<file path="src/rtl/slot_bus_pkg.sv">
`timescale 1ns/1ps
`default_nettype none
// ============================================================================
// Module   : slot_bus_pkg
// Brief    : Shared types and widths for the slot bus MMIO initiator.
// Revision : 1.0 - initial release
// ============================================================================
package slot_bus_pkg;

    localparam int REG_AW  = 5;
    localparam int DW      = 32;
    localparam int SLOT_IW = 6;

    typedef enum logic [1:0] {
        OP_WRITE = 2'd0,
        OP_READ  = 2'd1,
        OP_POLL  = 2'd2
    } op_t;

    typedef enum logic [1:0] {
        ST_OK      = 2'd0,
        ST_TIMEOUT = 2'd1,
        ST_BADSLOT = 2'd2
    } status_t;

    // Encoding 3 is reserved and behaves as a plain read.
    function automatic op_t decode_op(input logic [1:0] raw);
        case (raw)
            2'd0:    return OP_WRITE;
            2'd2:    return OP_POLL;
            default: return OP_READ;
        endcase
    endfunction

endpackage : slot_bus_pkg
`default_nettype wire

</file>
<file path="src/rtl/slot_bus_master_if.sv">
`timescale 1ns/1ps
`default_nettype none
// ============================================================================
// Module   : slot_bus_master_if
// Brief    : Command/response handshake plus broadcast slot bus bundle.
// Revision : 1.0 - initial release
// ============================================================================
interface slot_bus_master_if
    import slot_bus_pkg::*;
#(
    parameter int NUM_SLOTS = 8,
    parameter int TO_W      = 16
);
    logic                      cmd_valid;
    logic                      cmd_ready;
    logic [1:0]                cmd_op;
    logic [SLOT_IW-1:0]        cmd_slot;
    logic [REG_AW-1:0]         cmd_reg;
    logic [DW-1:0]             cmd_data;
    logic [DW-1:0]             cmd_mask;
    logic [TO_W-1:0]           cmd_timeout;

    logic                      resp_valid;
    logic                      resp_ready;
    logic [DW-1:0]             resp_data;
    logic [1:0]                resp_status;

    logic [NUM_SLOTS-1:0]      slot_cs;
    logic                      slot_read;
    logic                      slot_write;
    logic [REG_AW-1:0]         slot_addr;
    logic [DW-1:0]             slot_wr_data;
    logic [DW*NUM_SLOTS-1:0]   slot_rd_data;

    modport master (
        input  cmd_valid, cmd_op, cmd_slot, cmd_reg, cmd_data, cmd_mask, cmd_timeout,
        input  resp_ready, slot_rd_data,
        output cmd_ready, resp_valid, resp_data, resp_status,
        output slot_cs, slot_read, slot_write, slot_addr, slot_wr_data
    );

    modport slave (
        output cmd_valid, cmd_op, cmd_slot, cmd_reg, cmd_data, cmd_mask, cmd_timeout,
        output resp_ready, slot_rd_data,
        input  cmd_ready, resp_valid, resp_data, resp_status,
        input  slot_cs, slot_read, slot_write, slot_addr, slot_wr_data
    );

endinterface : slot_bus_master_if
`default_nettype wire

</file>
<file path="src/rtl/slot_rd_mux.sv">
`timescale 1ns/1ps
`default_nettype none
// ============================================================================
// Module   : slot_rd_mux
// Brief    : Picks one slot's read word out of the flat read-data vector.
// Revision : 1.0 - initial release
// ============================================================================
module slot_rd_mux
    import slot_bus_pkg::*;
#(
    parameter int NUM_SLOTS = 8
) (
    input  wire logic [DW*NUM_SLOTS-1:0] i_rd_data_flat,
    input  wire logic [SLOT_IW-1:0]      i_sel,
    output      logic [DW-1:0]           o_rd_word
);

    // Out-of-range selects yield zero.
    always_comb begin
        o_rd_word = '0;
        for (int i = 0; i < NUM_SLOTS; i++) begin
            if (i_sel == SLOT_IW'(i)) begin
                o_rd_word = i_rd_data_flat[DW*i +: DW];
            end
        end
    end

endmodule : slot_rd_mux
`default_nettype wire

</file>
<file path="src/rtl/slot_bus_master.sv">
`timescale 1ns/1ps
`default_nettype none
// ============================================================================
// Module   : slot_bus_master
// Brief    : Single-command MMIO initiator (write/read/poll) for the slot bus.
// Revision : 1.0 - initial release
// ============================================================================
module slot_bus_master
    import slot_bus_pkg::*;
#(
    parameter int NUM_SLOTS = 8,
    parameter int TO_W      = 16
) (
    input  wire logic              clk,
    input  wire logic              reset_n,
    slot_bus_master_if.master      bus
);

    typedef enum logic [1:0] {
        S_IDLE = 2'd0,
        S_XFER = 2'd1,
        S_GAP  = 2'd2,
        S_RESP = 2'd3
    } state_t;

    localparam logic [SLOT_IW:0]    c_num_slots = (SLOT_IW+1)'(NUM_SLOTS);
    localparam logic [NUM_SLOTS-1:0] c_cs_lsb   = NUM_SLOTS'(1);

    state_t               r_state;
    op_t                  r_op;
    logic [SLOT_IW-1:0]   r_slot;
    logic [DW-1:0]        r_data;
    logic [DW-1:0]        r_mask;
    logic [TO_W-1:0]      r_timeout;
    logic [TO_W-1:0]      r_attempt;

    logic [NUM_SLOTS-1:0] r_cs;
    logic                 r_read;
    logic                 r_write;
    logic [REG_AW-1:0]    r_addr;
    logic [DW-1:0]        r_wr_data;
    logic                 r_resp_valid;
    logic [DW-1:0]        r_resp_data;
    status_t              r_resp_status;

    op_t                  w_cmd_op;
    logic                 w_slot_ok;
    logic [NUM_SLOTS-1:0] w_cmd_cs;
    logic [DW-1:0]        w_rd_word;
    logic                 w_match;

    slot_rd_mux #(
        .NUM_SLOTS (NUM_SLOTS)
    ) u_rd_mux (
        .i_rd_data_flat (bus.slot_rd_data),
        .i_sel          (r_slot),
        .o_rd_word      (w_rd_word)
    );

    assign w_cmd_op  = decode_op(bus.cmd_op);
    assign w_slot_ok = ({1'b0, bus.cmd_slot} < c_num_slots);
    assign w_cmd_cs  = c_cs_lsb << bus.cmd_slot;
    assign w_match   = (((w_rd_word ^ r_data) & r_mask) == '0);

    // Strobes default low every cycle; they are only raised on entry to XFER.
    always_ff @(posedge clk or negedge reset_n) begin
        if (!reset_n) begin
            r_state       <= S_IDLE;
            r_op          <= OP_WRITE;
            r_slot        <= '0;
            r_data        <= '0;
            r_mask        <= '0;
            r_timeout     <= '0;
            r_attempt     <= '0;
            r_cs          <= '0;
            r_read        <= 1'b0;
            r_write       <= 1'b0;
            r_addr        <= '0;
            r_wr_data     <= '0;
            r_resp_valid  <= 1'b0;
            r_resp_data   <= '0;
            r_resp_status <= ST_OK;
        end else begin
            r_cs    <= '0;
            r_read  <= 1'b0;
            r_write <= 1'b0;
            case (r_state)
                S_IDLE: begin
                    if (bus.cmd_valid) begin
                        r_op      <= w_cmd_op;
                        r_slot    <= bus.cmd_slot;
                        r_data    <= bus.cmd_data;
                        r_mask    <= bus.cmd_mask;
                        r_timeout <= bus.cmd_timeout;
                        r_attempt <= '0;
                        r_addr    <= bus.cmd_reg;
                        r_wr_data <= bus.cmd_data;
                        if (!w_slot_ok) begin
                            r_state       <= S_RESP;
                            r_resp_valid  <= 1'b1;
                            r_resp_data   <= '0;
                            r_resp_status <= ST_BADSLOT;
                        end else begin
                            r_state <= S_XFER;
                            r_cs    <= w_cmd_cs;
                            r_write <= (w_cmd_op == OP_WRITE);
                            r_read  <= (w_cmd_op != OP_WRITE);
                        end
                    end
                end
                S_XFER: begin
                    if (r_op == OP_WRITE) begin
                        r_state       <= S_RESP;
                        r_resp_valid  <= 1'b1;
                        r_resp_data   <= '0;
                        r_resp_status <= ST_OK;
                    end else if (r_op != OP_POLL || w_match) begin
                        r_state       <= S_RESP;
                        r_resp_valid  <= 1'b1;
                        r_resp_data   <= w_rd_word;
                        r_resp_status <= ST_OK;
                    end else if (r_attempt == r_timeout) begin
                        r_state       <= S_RESP;
                        r_resp_valid  <= 1'b1;
                        r_resp_data   <= w_rd_word;
                        r_resp_status <= ST_TIMEOUT;
                    end else begin
                        r_attempt <= r_attempt + 1'b1;
                        r_state   <= S_GAP;
                    end
                end
                S_GAP: begin
                    r_state <= S_XFER;
                    r_cs    <= c_cs_lsb << r_slot;
                    r_read  <= 1'b1;
                end
                S_RESP: begin
                    if (bus.resp_ready) begin
                        r_resp_valid <= 1'b0;
                        r_state      <= S_IDLE;
                    end
                end
                default: r_state <= S_IDLE;
            endcase
        end
    end

    assign bus.cmd_ready    = (r_state == S_IDLE);
    assign bus.resp_valid   = r_resp_valid;
    assign bus.resp_data    = r_resp_data;
    assign bus.resp_status  = r_resp_status;
    assign bus.slot_cs      = r_cs;
    assign bus.slot_read    = r_read;
    assign bus.slot_write   = r_write;
    assign bus.slot_addr    = r_addr;
    assign bus.slot_wr_data = r_wr_data;

endmodule : slot_bus_master
`default_nettype wire

</file>
<file path="src/flat_wrapper.sv">
// flat-port wrapper written by rule: the top's interface ports become plain ports
module slot_bus_master_flat import slot_bus_pkg::*;
#(
    parameter int NUM_SLOTS = 8,
    parameter int TO_W      = 16
)
  (clk, reset_n, bus_cmd_valid, bus_cmd_op, bus_cmd_slot, bus_cmd_reg, bus_cmd_data, bus_cmd_mask, bus_cmd_timeout, bus_resp_ready, bus_slot_rd_data, bus_cmd_ready, bus_resp_valid, bus_resp_data, bus_resp_status, bus_slot_cs, bus_slot_read, bus_slot_write, bus_slot_addr, bus_slot_wr_data);
  slot_bus_master_if #(.NUM_SLOTS(NUM_SLOTS), .TO_W(TO_W)) bus_i ();
  input  wire logic clk;
  input  wire logic reset_n;
  input wire logic [$bits(bus_i.cmd_valid)-1:0] bus_cmd_valid;
  input wire logic [$bits(bus_i.cmd_op)-1:0] bus_cmd_op;
  input wire logic [$bits(bus_i.cmd_slot)-1:0] bus_cmd_slot;
  input wire logic [$bits(bus_i.cmd_reg)-1:0] bus_cmd_reg;
  input wire logic [$bits(bus_i.cmd_data)-1:0] bus_cmd_data;
  input wire logic [$bits(bus_i.cmd_mask)-1:0] bus_cmd_mask;
  input wire logic [$bits(bus_i.cmd_timeout)-1:0] bus_cmd_timeout;
  input wire logic [$bits(bus_i.resp_ready)-1:0] bus_resp_ready;
  input wire logic [$bits(bus_i.slot_rd_data)-1:0] bus_slot_rd_data;
  output wire logic [$bits(bus_i.cmd_ready)-1:0] bus_cmd_ready;
  output wire logic [$bits(bus_i.resp_valid)-1:0] bus_resp_valid;
  output wire logic [$bits(bus_i.resp_data)-1:0] bus_resp_data;
  output wire logic [$bits(bus_i.resp_status)-1:0] bus_resp_status;
  output wire logic [$bits(bus_i.slot_cs)-1:0] bus_slot_cs;
  output wire logic [$bits(bus_i.slot_read)-1:0] bus_slot_read;
  output wire logic [$bits(bus_i.slot_write)-1:0] bus_slot_write;
  output wire logic [$bits(bus_i.slot_addr)-1:0] bus_slot_addr;
  output wire logic [$bits(bus_i.slot_wr_data)-1:0] bus_slot_wr_data;
  assign bus_i.cmd_valid = bus_cmd_valid;
  assign bus_i.cmd_op = bus_cmd_op;
  assign bus_i.cmd_slot = bus_cmd_slot;
  assign bus_i.cmd_reg = bus_cmd_reg;
  assign bus_i.cmd_data = bus_cmd_data;
  assign bus_i.cmd_mask = bus_cmd_mask;
  assign bus_i.cmd_timeout = bus_cmd_timeout;
  assign bus_i.resp_ready = bus_resp_ready;
  assign bus_i.slot_rd_data = bus_slot_rd_data;
  assign bus_cmd_ready = bus_i.cmd_ready;
  assign bus_resp_valid = bus_i.resp_valid;
  assign bus_resp_data = bus_i.resp_data;
  assign bus_resp_status = bus_i.resp_status;
  assign bus_slot_cs = bus_i.slot_cs;
  assign bus_slot_read = bus_i.slot_read;
  assign bus_slot_write = bus_i.slot_write;
  assign bus_slot_addr = bus_i.slot_addr;
  assign bus_slot_wr_data = bus_i.slot_wr_data;
  slot_bus_master #(.NUM_SLOTS(NUM_SLOTS), .TO_W(TO_W)) u_core (.clk(clk), .reset_n(reset_n), .bus(bus_i));
endmodule
</file>
<file path="config.mk">
export PLATFORM = sky130hd
export DESIGN_NAME = slot_bus_master_flat
export DESIGN_NICKNAME = d
export VERILOG_FILES = /design/src/rtl/slot_bus_pkg.sv /design/src/rtl/slot_bus_master_if.sv /design/src/rtl/slot_rd_mux.sv /design/src/rtl/slot_bus_master.sv /design/src/flat_wrapper.sv
export SDC_FILE = /design/constraint.sdc
export NUM_CORES = 1
export LEC_CHECK = 0
export BUFFER_PORTS_ARGS = -buffer_cell sky130_fd_sc_hd__buf_2
export CAP_MARGIN = 5
export CORE_AREA = 2 2 169 171
export CTS_BUF_LIST = sky130_fd_sc_hd__clkbuf_16
export DETAILED_ROUTE_END_ITERATION = 7
export DIE_AREA = 0 0 171 173
export PLACE_DENSITY = 0.64
export RECOVER_POWER = 25
export SKIP_CTS_REPAIR_TIMING = 1
export SYNTH_ARGS = -nofsm -noshare
export SYNTH_HDL_FRONTEND = slang
export SYNTH_HIERARCHICAL = 1
export SYNTH_SLANG_ARGS = --single-unit
</file>
<file path="constraint.sdc">
create_clock -name clk -period 8.8 [get_ports clk]
set_input_delay 2.64 -clock clk [delete_from_list [all_inputs] [get_ports clk]]
set_output_delay 2.64 -clock clk [all_outputs]
set_load 0.01 [all_outputs]
</file>
==> flow_metrics.tcl, run 1 <==
set metrics [dict create \
    grt_antenna_before_repair 13 \
    num_rows 61 \
    die_y_um 173 \
    routabilityCongestion 0.950 \
    clock_skew_ns 0.0165 \
    synthToLayoutAreaGrowth_pct 33.6 \
    synthFlopType "dfrtp_1" \
    drv_cap 0 \
    ctsRootBufferMaster "clkbuf_16" \
    synth_edf_count 0 \
    grt_pass1_vias 9230 \
    cp_data_required_time_ns 9.06 \
    whs_ns 0.479 \
    final_nets 1716 \
    placed_cell_area_sq_um 11500 \
    finalSetupTns_ns 0 \
    grt-ovfl-total 0 \
    ant_nets 0 \
    path_max_fanout 36 \
    syn-num-nets 1325 \
    vias 9275 \
    netlist_instances 971 \
    synth.avg_cell_area_sq_um 9.36 \
    r2r_cells 10 \
    end_kind "flip-flop" \
    hold_path_class "flip-flop to flip-flop" \
    min_period_ns 5.94 \
    async_reset_ff_frac 1.00 \
    core_area_sq_um 27600 \
    vias_per_cell 5.25 \
    portBuffers 435 \
    drive_gt1_frac 0.379 \
    cp-startpoint "bus_slot_rd_data[66]" \
    yosys_warnings 6 \
    dp_hpwl_mm 31.5 \
    fin_area_sq_um 12100 \
    routedWlPerCell_um 22.5 \
    rsz0062_at_grt "false" \
    die_area_sq_um 29600 \
    start_util 0.329 \
    setup_violations 0 \
    slew_headroom 0.145 \
    ctsLongestPathBuffers 2 \
    outcome "finished, final reports clean" \
    startpoint_type "primary input" \
    dp.cells 1721 \
    crit_end "u_core/r_attempt[0]$_DFFE_PN0P_" \
    drt-initial-drc-count 663 \
    min_period_over_period 0.674 \
    crit_type "primary input to flip-flop" \
    r2r_slack_ns 3.82 \
    cpPeakStageDelay_ns 0.66 \
    wirelength_mm 39.7 \
    cts_tree "done" \
    synth-seq-cells 156 \
    fmax_ghz 0.168 \
    final_util 0.439 \
    report.final.slew_viol_count 0 \
    cts.clk_slew.worst_paths_ns 0.07 \
    yosysSeqAreaShare 0.430 \
    rr_startpoint "u_core/r_slot[2]$_DFFE_PN0P_" \
    p_per_area_nw_per_um2 336 \
    first_pass_iters 5 \
    grt_usage 0.264 \
    drc 0 \
    worst_pin_slew_ns 1.28 \
    syn_area_sq_um 9090 \
    h-tree-depth 4 \
    regToRegEndpoint "u_core/r_attempt[0]$_DFFE_PN0P_" \
    grt_pass1_wl_mm 57.3 \
    final_hold_viol_count 0 \
    cts.sinks 156 \
    insertion_delay_ns 0.43 \
    hold_depth 2 \
    grt_max_degree 91 \
    path_common_cell "o21ai_0" \
    cts_made_buffers 17 \
    peakVddDrop_mv 0.135 \
    mostFrequentLayoutCells "buf_2, nand2_1, dfrtp_1" \
    io_pins 436 \
    fin_cells 1765 \
    layout_commonest_cell "buf_2" \
    critical_path_arrival_ns 6.19 \
    p_leak_nw 6.35 \
    fillers 2788 \
    path_cells "buf_2, mux4_2, o21ai_0, o21ai_0, xor2_1, a22oi_1, nand4_1, or4_1, nand2b_2, o311ai_0" \
    yosysUniqueCellTypes 51 \
    fp.dieW_um 171 \
    cp_slowest_cell "or4_1" \
]
layout make-up:
type                       count  area (sq um)  share of cell area
timing repair buffer         444          2250               0.185
inverter                       6          22.5             0.00186
antenna                       12          30.0             0.00247
tap                          378           473              0.0390
sequential                   156          3910               0.322
multi-input combinational    737          4810               0.396
clock inverter                15           220              0.0181
clock buffer                  17           425              0.0350
cells by family after synthesis:
| group | Yosys count | share of synthesized area |
|---|---|---|
| xor gates and xnor gates | 48 | 0.0463 |
| muxes | 77 | 0.129 |
| AOI/OAI and AO/OA | 182 | 0.147 |
| and+or+nand+nor | 429 | 0.201 |
| adders and majority gates | 1 | 0.00138 |
| buffers and inverters | 78 | 0.0458 |
| DFF | 156 | 0.430 |
flip-flops by register name, indices dropped and copies added, names as in the netlist, 5 cells and up:
signal                   count
u_core/r_slot                6
u_core/r_attempt            16
u_core/r_timeout            16
u_core/bus.slot_wr_data     32
u_core/bus.resp_data        32
u_core/r_mask               32
u_core/bus.slot_cs           8
u_core/bus.slot_addr         5
power by group:
group,switching [mW],internal [mW],total (mW)
combinational,1.17,0.777,1.94
clock,0.342,0.465,0.808
sequential,0.324,0.997,1.32
total,1.83,2.24,4.07
layer usage:
| metal | up-vias | GRT usage | share of wire |
|---|---|---|---|
| met5 | - | 0 | 0.00033 |
| met4 | 2 | 0.126 | 0.040 |
| met3 | 68 | 0.101 | 0.11 |
| met2 | 456 | 0.398 | 0.44 |
| met1 | 4522 | 0.331 | 0.40 |
| li1 | 4227 | - | - |
cells in the mapped netlist (all sizes together) (11+ instances only):
| library cell | instances | area [sq um] |
|---|---|---|
| nand2 | 335 | 1260 |
| dfrtp | 156 | 3900 |
| mux2i | 45 | 450 |
| o21ai | 45 | 225 |
| clkbuf | 38 | 143 |
| buf | 34 | 251 |
| a32o | 32 | 320 |
| mux4 | 32 | 721 |
| xor2 | 32 | 280 |
| a22oi | 23 | 173 |
| a21oi | 22 | 110 |
| nand2b | 20 | 125 |
| o211a | 18 | 180 |
| xnor2 | 16 | 140 |
| o22ai | 14 | 87.6 |
| nor2 | 13 | 48.8 |
| and3 | 11 | 73.8 |
how the worst min path moves through the flow:
| stage | start | endpoint | slack [ns] |
|---|---|---|---|
| floorplan | u_core/r_mask[0]$_DFFE_PN0P_ | u_core/r_mask[0]$_DFFE_PN0P_ | 0.45 |
| global placement | u_core/bus.slot_addr[4]$_DFFE_PN0P_ | u_core/bus.slot_addr[4]$_DFFE_PN0P_ | 0.46 |
| detailed placement | u_core/bus.slot_addr[0]$_DFFE_PN0P_ | u_core/bus.slot_addr[0]$_DFFE_PN0P_ | 0.46 |
| CTS | u_core/bus.slot_addr[0]$_DFFE_PN0P_ | u_core/bus.slot_addr[0]$_DFFE_PN0P_ | 0.48 |
| global route | u_core/bus.slot_addr[0]$_DFFE_PN0P_ | u_core/bus.slot_addr[0]$_DFFE_PN0P_ | 0.49 |
| finish | u_core/bus.slot_addr[0]$_DFFE_PN0P_ | u_core/bus.slot_addr[0]$_DFFE_PN0P_ | 0.48 |
worst max-delay path, delay by kind of cell:
| kind | cells | cell delay [ns] |
|---|---|---|
| AO/OA/AOI/OAI | 4 | 1.21 |
| XOR/XNOR | 1 | 0.25 |
| buffers and inverters | 1 | 0.11 |
| multiplexers | 1 | 0.45 |
| AND/OR/NAND/NOR | 3 | 1.52 |
stage by stage:
stage | setup WS [ns] | power, mW
after global routing | 2.79 | 4.34
after detailed placement | 2.50 | 3.27
after global placement | 2.59 | 3.24
final | 2.86 | 4.07
after CTS | 2.97 | 4.09
after floorplan | 3.80 | 2.50
Note: power is estimated with default switching activity, not from simulation.
==> run 2: changes to the inputs <==
--- a/config.mk
+++ b/config.mk
@@ -11,7 +11,7 @@
 export CTS_BUF_LIST = sky130_fd_sc_hd__clkbuf_16
 export DETAILED_ROUTE_END_ITERATION = 7
 export DIE_AREA = 0 0 171 173
-export PLACE_DENSITY = 0.64
+export PLACE_DENSITY = 0.66
 export RECOVER_POWER = 25
 export SKIP_CTS_REPAIR_TIMING = 1
 export SYNTH_ARGS = -nofsm -noshare
==> constraint.sdc (replaced) <==
create_clock -name clk -period 4.85 [get_ports clk]
set_input_delay 1.455 -clock clk [delete_from_list [all_inputs] [get_ports clk]]
set_output_delay 1.455 -clock clk [all_outputs]
set_load 0.01 [all_outputs]
==> run 2 against run 1 <==
  * The run now ends with max-capacitance violations, max-slew violations left
  * Clock power grew 68%
  * Total power rose by 81%
  * Critical path depth increased by 1
  * Worst setup slack lost 2.3 ns
  * Critical path type unchanged
  * Largest power group unchanged
==> flow_metrics.tcl, run 2 (synthesis gave the netlist of run 1 again) <==
set metrics [dict create \
    final_hold_viol_count 0 \
    hold_depth 2 \
    outcome "complete, but fails checks" \
    clock_skew_ns 0.0189 \
    mostFrequentLayoutCells "buf_2, nand2_1, dfrtp_1" \
    cpPeakStageDelay_ns 0.68 \
    p_leak_nw 6.40 \
    h-tree-depth 4 \
    vias 9321 \
    fin_cells 1785 \
    path_cells "buf_2, mux4_2, o21ai_0, o21ai_0, xor2_1, a22oi_1, nand4_1, or4_1, nand2b_2, buf_12, a32o_1" \
    portBuffers 435 \
    finalSetupTns_ns 0 \
    dp_slack_ns 0.260 \
    p_per_area_nw_per_um2 602 \
    slew_headroom -0.705 \
    hold_path_class "flip-flop to flip-flop" \
    dp.cells 1732 \
    ant_nets 0 \
    grt_antenna_before_repair 20 \
    grt_max_degree 97 \
    path_max_fanout 32 \
    final_nets 1727 \
    crit_type "primary input to flip-flop" \
    drt-initial-drc-count 821 \
    path_buf_inv 2 \
    grt_pass1_wl_mm 59.2 \
    fin_area_sq_um 12300 \
    whs_ns 0.479 \
    routedWlPerCell_um 23.1 \
    num_rows 61 \
    rsz0062_at_grt "false" \
    r2r_cells 11 \
    grt-ovfl-total 0 \
    io_pins 436 \
    drv_cap 2 \
    cts_tree "done" \
    die_y_um 173 \
    placed_cell_area_sq_um 11600 \
    grt_usage 0.273 \
    fillers 2773 \
    worst_pin_slew_ns 2.56 \
    critical_path_arrival_ns 4.61 \
    worst_slack_ns 0.613 \
    path_common_cell "o21ai_0" \
    wirelength_mm 41.2 \
    p_total_mw 7.39 \
    die_area_sq_um 29600 \
    insertion_delay_ns 0.43 \
    min_period_over_period 0.874 \
    report.final.slew_viol_count 158 \
    fp.dieW_um 171 \
    vias_per_cell 5.22 \
    cts_made_buffers 17 \
    final_util 0.444 \
    setup_violations 0 \
    grt_pass1_vias 9289 \
    layout_commonest_cell "buf_2" \
    first_pass_iters 8 \
    drc 0 \
    fmax_ghz 0.236 \
    ctsRootBufferMaster "clkbuf_16" \
    cp_slowest_cell "or4_1" \
    routabilityCongestion 0.955 \
    drive_gt1_frac 0.383 \
    end_kind "flip-flop" \
    cp_data_required_time_ns 5.22 \
    critPathTopFamily "compound AO/OA/AOI/OAI gates" \
    cts.sinks 156 \
    min_period_ns 4.24 \
    startpoint_type "primary input" \
    dp_hpwl_mm 32.7 \
    cp.depth 11 \
    start_util 0.329 \
    peakVddDrop_mv 0.321 \
    violations "max-capacitance violations, max-slew violations" \
    synthToLayoutAreaGrowth_pct 35.1 \
    ctsLongestPathBuffers 2 \
    cts.clk_slew.worst_paths_ns 0.08 \
    core_area_sq_um 27600 \
]
-- run 2: cell types whose count changed in the layout (fill, tap and decap cells not counted), moves of 2 or more --
| cell | before | now |
|---|---|---|
| clkinv_4 | 0 | 2 |
| inv_6 | 6 | 3 |
| clkinv_8 | 2 | 6 |
| bufinv_16 | 3 | 0 |
| buf_4 | 9 | 14 |
| buf_12 | 0 | 6 |
| diode_2 | 12 | 21 |
-- run 2: routing by layer --
| layer | up-vias | wire, um | part of all wire | track usage |
|---|---|---|---|---|
| li1 | 4270 | - | - | - |
| met1 | 4534 | 16900 | 0.41 | 0.352 |
| met2 | 441 | 19000 | 0.46 | 0.426 |
| met3 | 64 | 4030 | 0.098 | 0.0929 |
| met4 | 12 | 1100 | 0.027 | 0.0982 |
| met5 | - | 80 | 0.0019 | 0 |
-- run 2: worst min-delay path, cell delays in order (launching register included) --
cell	delay, ns
dfrtp_1	0.34
nand2_1	0.05
nand2_1	0.05
-- run 2: worst paths after layout --
path,start,endpoint,slack [ns]
worst min-delay path,u_core/r_mask[15]$_DFFE_PN0P_,u_core/r_mask[15]$_DFFE_PN0P_,0.48
max in group asynchronous,reset_n,u_core/r_slot[1]$_DFFE_PN0P_,1.17
worst max register to register,u_core/r_slot[1]$_DFFE_PN0P_,u_core/bus.resp_data[7]$_DFFE_PN0P_,0.84
min in group asynchronous,reset_n,u_core/bus.slot_wr_data[26]$_DFFE_PN0P_,1.78
worst min register to register,u_core/r_mask[15]$_DFFE_PN0P_,u_core/r_mask[15]$_DFFE_PN0P_,0.48
worst max-delay path,bus_slot_rd_data[66],u_core/bus.resp_data[7]$_DFFE_PN0P_,0.61
-- run 2: cell type report --
cell class,instances,area (sq um),share of cell area
Clock inverter,15,191,0.0156
Inverter,6,22.5,0.00183
Antenna cell,21,52.6,0.00428
Multi-Input combinational cell,737,4800,0.391
Clock buffer,17,425,0.0346
Tap cell,378,473,0.0385
Timing Repair Buffer,455,2400,0.195
Sequential cell,156,3910,0.318
-- run 2: power breakdown --
group          leakage [nW]  internal, mW  switching (mW)
Clock                 0.298         0.705           0.659
Sequential             2.03          1.81           0.528
Combinational          4.07          1.51            2.18
Total                  6.40          4.02            3.37
